**src/rtl/bit_serial_pkg.sv**
```systemverilog
// Shared types for the bit-serial core.
// Opcodes, FSM states and the counter width helper.
package bit_serial_pkg;

    typedef enum logic [2:0] {
        OP_LDSW  = 3'd0,
        OP_LDACC = 3'd1,
        OP_ADD   = 3'd2,
        OP_SUB   = 3'd3,
        OP_AND   = 3'd4,
        OP_OR    = 3'd5,
        OP_XOR   = 3'd6,
        OP_ST    = 3'd7
    } opcode_e;

    typedef enum logic [1:0] {
        IDLE = 2'd0,
        EXEC = 2'd1,
        DONE = 2'd2
    } state_e;

    function automatic int cnt_width(input int w);
        return (w > 2) ? $clog2(w) : 1;
    endfunction

endpackage

```
**src/rtl/bit_serial_core_if.sv**
```systemverilog
// Instruction/handshake bundle between front end and the core.
// Master drives the request side, slave is the core.
interface bit_serial_core_if #(
    parameter int WIDTH = 8,
    parameter int NREGS = 4
);
    localparam int AW = $clog2(NREGS);

    logic              i_start;
    logic [2+AW:0]     i_data_instruction;
    logic [WIDTH-1:0]  i_data_switch;
    logic              o_busy;
    logic              o_con_pcincr;
    logic              o_flag_carry;
    logic              o_flag_zero;
    logic [WIDTH-1:0]  o_data_display;

    modport master (
        output i_start,
        output i_data_instruction,
        output i_data_switch,
        input  o_busy,
        input  o_con_pcincr,
        input  o_flag_carry,
        input  o_flag_zero,
        input  o_data_display
    );

    modport slave (
        input  i_start,
        input  i_data_instruction,
        input  i_data_switch,
        output o_busy,
        output o_con_pcincr,
        output o_flag_carry,
        output o_flag_zero,
        output o_data_display
    );

endinterface

```
**src/rtl/bit_serial_alu.sv**
```systemverilog
// One-bit ALU slice: full adder with optional b inversion,
// plus bitwise logic and operand pass-through.
module bit_serial_alu
    import bit_serial_pkg::*;
(
    input  logic    a_i,
    input  logic    b_i,
    input  logic    cin_i,
    input  opcode_e op_i,
    output logic    res_o,
    output logic    cout_o
);

    logic bx;
    logic sum;
    logic carry;

    assign bx    = (op_i == OP_SUB) ? ~b_i : b_i;
    assign sum   = a_i ^ bx ^ cin_i;
    assign carry = (a_i & bx) | (cin_i & (a_i ^ bx));

    // Select the result bit; carry-out only for arithmetic
    always_comb begin
        res_o  = 1'b0;
        cout_o = 1'b0;
        unique case (op_i)
            OP_ADD, OP_SUB: begin
                res_o  = sum;
                cout_o = carry;
            end
            OP_AND:            res_o = a_i & b_i;
            OP_OR:             res_o = a_i | b_i;
            OP_XOR:            res_o = a_i ^ b_i;
            OP_LDSW, OP_LDACC: res_o = b_i;
            OP_ST:             res_o = a_i;
            default:           res_o = 1'b0;
        endcase
    end

endmodule

```
**src/rtl/bit_serial_core.sv**
```systemverilog
// Bit-serial processor datapath: ACC and GPRs rotate LSB-first
// through a 1-bit ALU, one instruction per start handshake.
module bit_serial_core
    import bit_serial_pkg::*;
#(
    parameter int WIDTH = 8,
    parameter int NREGS = 4,
    parameter int AW    = $clog2(NREGS)
) (
    input  logic                i_clk,
    input  logic                i_rst,
    bit_serial_core_if.slave    bus
);

    localparam int CW = cnt_width(WIDTH);
    localparam logic [CW-1:0] CNT_LAST = CW'(WIDTH - 1);

    state_e           state_q;
    logic [CW-1:0]    cnt_q;
    opcode_e          op_q;
    logic [AW-1:0]    addr_q;
    logic [WIDTH-1:0] sw_q;
    logic [WIDTH-1:0] acc_q;
    logic [WIDTH-1:0] gpr_q [NREGS];
    logic             carry_q;
    logic             zacc_q;
    logic             busy_q;
    logic             pc_q;
    logic             fc_q;
    logic             fz_q;
    logic [WIDTH-1:0] disp_q;

    logic [WIDTH-1:0] gpr_sel;
    logic [WIDTH-1:0] acc_d;
    logic [WIDTH-1:0] gpr_d;
    logic             wr_gpr;
    logic             b_bit;
    logic             res;
    logic             cout;

    assign gpr_sel = gpr_q[addr_q];
    assign wr_gpr  = (op_q == OP_LDSW) || (op_q == OP_ST);
    assign b_bit   = (op_q == OP_LDSW) ? sw_q[cnt_q] : gpr_sel[0];

    bit_serial_alu u_alu (
        .a_i    (acc_q[0]),
        .b_i    (b_bit),
        .cin_i  (carry_q),
        .op_i   (op_q),
        .res_o  (res),
        .cout_o (cout)
    );

    // Next rotation of ACC and the addressed GPR; the written one takes res
    always_comb begin
        acc_d = {acc_q[0], acc_q[WIDTH-1:1]};
        gpr_d = {gpr_sel[0], gpr_sel[WIDTH-1:1]};
        if (wr_gpr) begin
            gpr_d = {res, gpr_sel[WIDTH-1:1]};
        end else begin
            acc_d = {res, acc_q[WIDTH-1:1]};
        end
    end

    // Control FSM, bit counter, register file and registered outputs
    always_ff @(posedge i_clk) begin
        if (i_rst) begin
            state_q <= IDLE;
            cnt_q   <= '0;
            op_q    <= OP_LDSW;
            addr_q  <= '0;
            sw_q    <= '0;
            acc_q   <= '0;
            carry_q <= 1'b0;
            zacc_q  <= 1'b0;
            busy_q  <= 1'b0;
            pc_q    <= 1'b0;
            fc_q    <= 1'b0;
            fz_q    <= 1'b0;
            disp_q  <= '0;
            for (int i = 0; i < NREGS; i++) begin
                gpr_q[i] <= '0;
            end
        end else begin
            unique case (state_q)
                IDLE: begin
                    pc_q <= 1'b0;
                    if (bus.i_start) begin
                        op_q    <= opcode_e'(bus.i_data_instruction[2+AW:AW]);
                        addr_q  <= bus.i_data_instruction[AW-1:0];
                        sw_q    <= bus.i_data_switch;
                        carry_q <= (bus.i_data_instruction[2+AW:AW] == OP_SUB);
                        zacc_q  <= 1'b1;
                        cnt_q   <= '0;
                        busy_q  <= 1'b1;
                        state_q <= EXEC;
                    end
                end
                EXEC: begin
                    acc_q          <= acc_d;
                    gpr_q[addr_q]  <= gpr_d;
                    carry_q        <= cout;
                    zacc_q         <= zacc_q & ~res;
                    if (cnt_q == CNT_LAST) begin
                        cnt_q   <= '0;
                        pc_q    <= 1'b1;
                        state_q <= DONE;
                    end else begin
                        cnt_q <= cnt_q + 1'b1;
                    end
                end
                DONE: begin
                    pc_q    <= 1'b0;
                    busy_q  <= 1'b0;
                    state_q <= IDLE;
                    if (wr_gpr) begin
                        disp_q <= gpr_sel;
                    end else begin
                        disp_q <= acc_q;
                        fz_q   <= zacc_q;
                        fc_q   <= (op_q == OP_ADD || op_q == OP_SUB) ? carry_q : 1'b0;
                    end
                end
                default: state_q <= IDLE;
            endcase
        end
    end

    assign bus.o_busy         = busy_q;
    assign bus.o_con_pcincr   = pc_q;
    assign bus.o_flag_carry   = fc_q;
    assign bus.o_flag_zero    = fz_q;
    assign bus.o_data_display = disp_q;

endmodule

```
**src/flat_wrapper.sv**
```systemverilog
// flat-port wrapper written by rule: the top's interface ports become plain ports
module bit_serial_core_flat import bit_serial_pkg::*;
#(
    parameter int WIDTH = 8,
    parameter int NREGS = 4,
    parameter int AW    = $clog2(NREGS)
)
  (i_clk, i_rst, bus_i_start, bus_i_data_instruction, bus_i_data_switch, bus_o_busy, bus_o_con_pcincr, bus_o_flag_carry, bus_o_flag_zero, bus_o_data_display);
  bit_serial_core_if #(.WIDTH(WIDTH), .NREGS(NREGS)) bus_i ();
  input  logic i_clk;
  input  logic i_rst;
  input wire logic [$bits(bus_i.i_start)-1:0] bus_i_start;
  input wire logic [$bits(bus_i.i_data_instruction)-1:0] bus_i_data_instruction;
  input wire logic [$bits(bus_i.i_data_switch)-1:0] bus_i_data_switch;
  output wire logic [$bits(bus_i.o_busy)-1:0] bus_o_busy;
  output wire logic [$bits(bus_i.o_con_pcincr)-1:0] bus_o_con_pcincr;
  output wire logic [$bits(bus_i.o_flag_carry)-1:0] bus_o_flag_carry;
  output wire logic [$bits(bus_i.o_flag_zero)-1:0] bus_o_flag_zero;
  output wire logic [$bits(bus_i.o_data_display)-1:0] bus_o_data_display;
  assign bus_i.i_start = bus_i_start;
  assign bus_i.i_data_instruction = bus_i_data_instruction;
  assign bus_i.i_data_switch = bus_i_data_switch;
  assign bus_o_busy = bus_i.o_busy;
  assign bus_o_con_pcincr = bus_i.o_con_pcincr;
  assign bus_o_flag_carry = bus_i.o_flag_carry;
  assign bus_o_flag_zero = bus_i.o_flag_zero;
  assign bus_o_data_display = bus_i.o_data_display;
  bit_serial_core #(.WIDTH(WIDTH), .NREGS(NREGS), .AW(AW)) u_core (.i_clk(i_clk), .i_rst(i_rst), .bus(bus_i));
endmodule
```
**config.mk**
```make
export PLATFORM = sky130hd
export DESIGN_NAME = bit_serial_core_flat
export DESIGN_NICKNAME = d
export VERILOG_FILES = /design/src/rtl/bit_serial_pkg.sv /design/src/rtl/bit_serial_core_if.sv /design/src/rtl/bit_serial_alu.sv /design/src/rtl/bit_serial_core.sv /design/src/flat_wrapper.sv
export SDC_FILE = /design/constraint.sdc
export NUM_CORES = 1
export LEC_CHECK = 0
export ABC_AREA = 0
export CAP_MARGIN = 15
export CORE_UTILIZATION = 57
export CTS_CLUSTER_DIAMETER = 150
export DETAILED_ROUTE_END_ITERATION = 10
export GPL_ROUTABILITY_DRIVEN = 0
export GPL_TIMING_DRIVEN = 1
export PLACE_DENSITY_LB_ADDON = 0.3
export SKIP_CTS_REPAIR_TIMING = 1
export SLEW_MARGIN = 20
export SYNTH_ARGS = -nofsm -noshare
export SYNTH_HDL_FRONTEND = slang
export SYNTH_SLANG_ARGS = --single-unit
```
**constraint.sdc**
```tcl
create_clock -name i_clk -period 3.4 [get_ports i_clk]
set_input_delay 0.68 -clock i_clk [delete_from_list [all_inputs] [get_ports i_clk]]
set_output_delay 0.68 -clock i_clk [all_outputs]
set_load 0.05 [all_outputs]
```
==> flow_metrics.py <==
metrics = {
    "run_status": {
        "status": "completed",
    },
    "die": {
        "initial_core_util": 0.600,
        "std_cell_rows": 27,
        "core_um2": 5610,
        "io_pins": 28,
        "die_area_um2": 6210,
        "die_height_um": 78.8,
        "die_w_um": 78.8,
    },
    "detailed_routing": {
        "wirelength_mm": 7.13,
        "num_vias": 2469,
        "viasPerCell": 5.78,
        "firstDrtPassIters": 4,
        "wl_per_cell_um": 16.7,
        "antenna_left": 0,
        "drc": 0,
        "drtIter0Drc": 225,
    },
    "global_route": {
        "grt_max_degree": 39,
        "antenna_found_initial": 0,
        "grt_pass1_vias": 2419,
        "grt_pass1_wl_mm": 11.8,
        "track_usage": 0.253,
        "globalRouteOverflowTotal": 0,
    },
    "timing": {
        "fin_crit_sh": 0.805,
        "setup_viol": 0,
        "hold_violations": 0,
        "drv_slew": 0,
        "fmax_ghz": 0.366,
        "fin_skew_ns": 0.00656,
        "slew_headroom": 0.569,
        "rsz0062_at_grt": "false",
        "min_period_ns": 2.74,
        "hold_ws_ns": 0.458,
        "tightestPinTransition_ns": 0.644,
        "fin_tns_setup_ns": 0,
    },
    "clock_tree": {
        "clk_latency_ns": 0.34,
        "cts_max_path_buffers": 2,
        "cts_tree": "yes",
        "path_clk_slew_ns": 0.07,
        "cts_buffers": 9,
        "clock_sinks": 74,
        "h-tree-depth": 3,
        "cts-root-buf": "clkbuf_8",
    },
    "synth": {
        "netlist.area_leader.share": 0.286,
        "async_reset_ff_frac": 0,
        "ys_seq_elements": 74,
        "netlist_area_um2": 3360,
        "synth.area.top_cells": "edfxtp_1 29%, dfxtp_1 25%, nand2_1 7.0%",
        "yosysMostFrequentCell": "nand2_1",
        "ys_types": 47,
        "avgSynthCellArea_um2": 10.4,
        "synth_top_area_cell": "edfxtp_1",
        "synth_edf_count": 32,
        "yosysWarnings": 0,
        "synth_common_cells": "63 x nand2_1, 42 x dfxtp_1, 32 x edfxtp_1, 29 x and2_1, 28 x a21oi_1",
        "ys_seq_area_frac": 0.536,
        "ys.flop_type": "dfxtp_1",
        "syn_nets": 344,
        "syn_inst": 323,
    },
    "power": {
        "vdd_drop_max_uv": 295,
        "p_leak_uw": 0.00139,
        "pwr_density_cell_nw_per_um2": 498,
    },
    "layout": {
        "final_cell_area_um2": 3950,
        "final-seq-area_um2": 1800,
        "nets": 371,
        "n_fill_cell": 441,
        "syn2layout_area_growth_pct": 17.3,
        "drive_gt1_frac": 0.127,
        "diodes": 0,
        "multiInputGateArea_um2": 1460,
    },
    "worst_setup_path": {
        "crit_chain": "mux4_1 > a22o_2 > a21oi_1 > ha_1 > nand3b_1 > o311ai_1 > o41ai_4 > nor4_1",
        "slowest_stage": "mux4_1",
        "path_max_fanout": 5,
        "path_class": "flip-flop to flip-flop",
        "cp-end-kind": "flip-flop",
        "critPathArrivalTime_ns": 2.82,
        "worst_setup_path_start_kind": "flip-flop",
        "crit_required_ns": 3.48,
        "max_stage_delay_ns": 0.57,
    },
    "placed_design": {
        "place_area_um2": 3710,
        "dp_hpwl_mm": 4.76,
        "placement.io_buffers": 27,
    },
    "worst_hold_path": {
        "hold_path_class": "flip-flop to flip-flop",
    },
    "job": {
        "cap_violations": 0,
    },
}
-- per-layer routing --
metal	up-vias	track usage	routed length, µm
met2	67	0.431	3660
li1	1197	-	-
met3	13	0.0460	331
met1	1192	0.314	3000
met5	-	0	0
met4	0	0.115	138
-- state kept, by name, summed over array words and instances (netlist names), 2 cells and up, named ones only --
signal                     cells
u_core.addr_q                  2
u_core.bus.o_data_display      8
u_core.cnt_q                   3
u_core.acc_q                   8
u_core.state_q                 2
u_core.gpr_q                  32
u_core.sw_q                    8
u_core.op_q                    3
-- where the power goes --
group / switching [µW] / internal, µW
Combinational: 120 / 89.1
Clock: 329 / 434
Sequential: 29.7 / 964
Total: 479 / 1490
-- kinds of logic after synthesis --
group / count (synthesis) / share of synthesized area
AND/OR/NAND/NOR: 148 / 0.219
flip-flops: 74 / 0.536
AO/OA/AOI/OAI: 56 / 0.112
buffers and inverters: 26 / 0.0320
multiplexers: 14 / 0.0811
adder cells (fa/ha/maj): 5 / 0.0208
-- cell usage in the layout, fill, tap and decap left out, types with 2 or more instances in the layout --
cell / n
mux4_2: 8
nand3_1: 4
mux2i_1: 4
or2_2: 4
o21a_1: 2
o21ai_0: 5
nand2b_1: 3
edfxtp_1: 32
clkdlybuf4s50_1: 27
a311oi_1: 8
dfxtp_1: 42
mux4_1: 2
inv_1: 6
nor3_1: 5
nand2_1: 63
clkbuf_8: 9
and2_1: 29
or3b_2: 2
nor2b_1: 3
nor3b_1: 2
clkinv_4: 2
clkbuf_16: 2
nand3b_1: 2
nor2_1: 19
buf_4: 9
nor4b_1: 2
nor4_1: 2
or3_1: 2
ha_1: 4
a21oi_1: 28
-- cell type report --
class,instances,area share
Tap cell,72,0.0228
Inverter,6,0.00571
Multi-Input combinational cell,223,0.370
Clock buffer,12,0.0453
Sequential cell,74,0.457
Clock inverter,4,0.0140
Timing Repair Buffer,36,0.0856
-- metrics by stage --
stage | instances | setup slack [ns] | total power [µW] | util
3_5_place_dp | 411 | 0.713 | 1220 | 0.662
5_1_grt | 427 | 0.601 | 2040 | 0.704
3_3_place_gp | 411 | 0.775 | 1210 | 0.662
4_1_cts | 427 | 0.692 | 1970 | 0.704
2_1_floorplan | 323 | 0.887 | 1150 | -
6_report | 427 | 0.665 | 1970 | 0.704
-- worst max-delay path: cells and delay by family (launching register included) --
kind / cells / cell delay, ns
AOI/OAI and AO/OA: 4 / 1.01
DFF: 1 / 0.42
and+or+nand+nor: 2 / 0.19
muxes: 1 / 0.57
adders and majority gates: 1 / 0.28
-- path summary, 6_finish.rpt --
kind | from | end | slack, ns | cells past startpoint
max reg2reg | u_core.cnt_q[0] | u_core.gpr_q[0][7] | 0.66 | 8
min reg2reg | u_core.sw_q[2] | u_core.sw_q[2] | 0.46 | 2
max | u_core.cnt_q[0] | u_core.gpr_q[0][7] | 0.66 | 8
min | u_core.sw_q[2] | u_core.sw_q[2] | 0.46 | 2
Power figures use the tool's default switching activity.
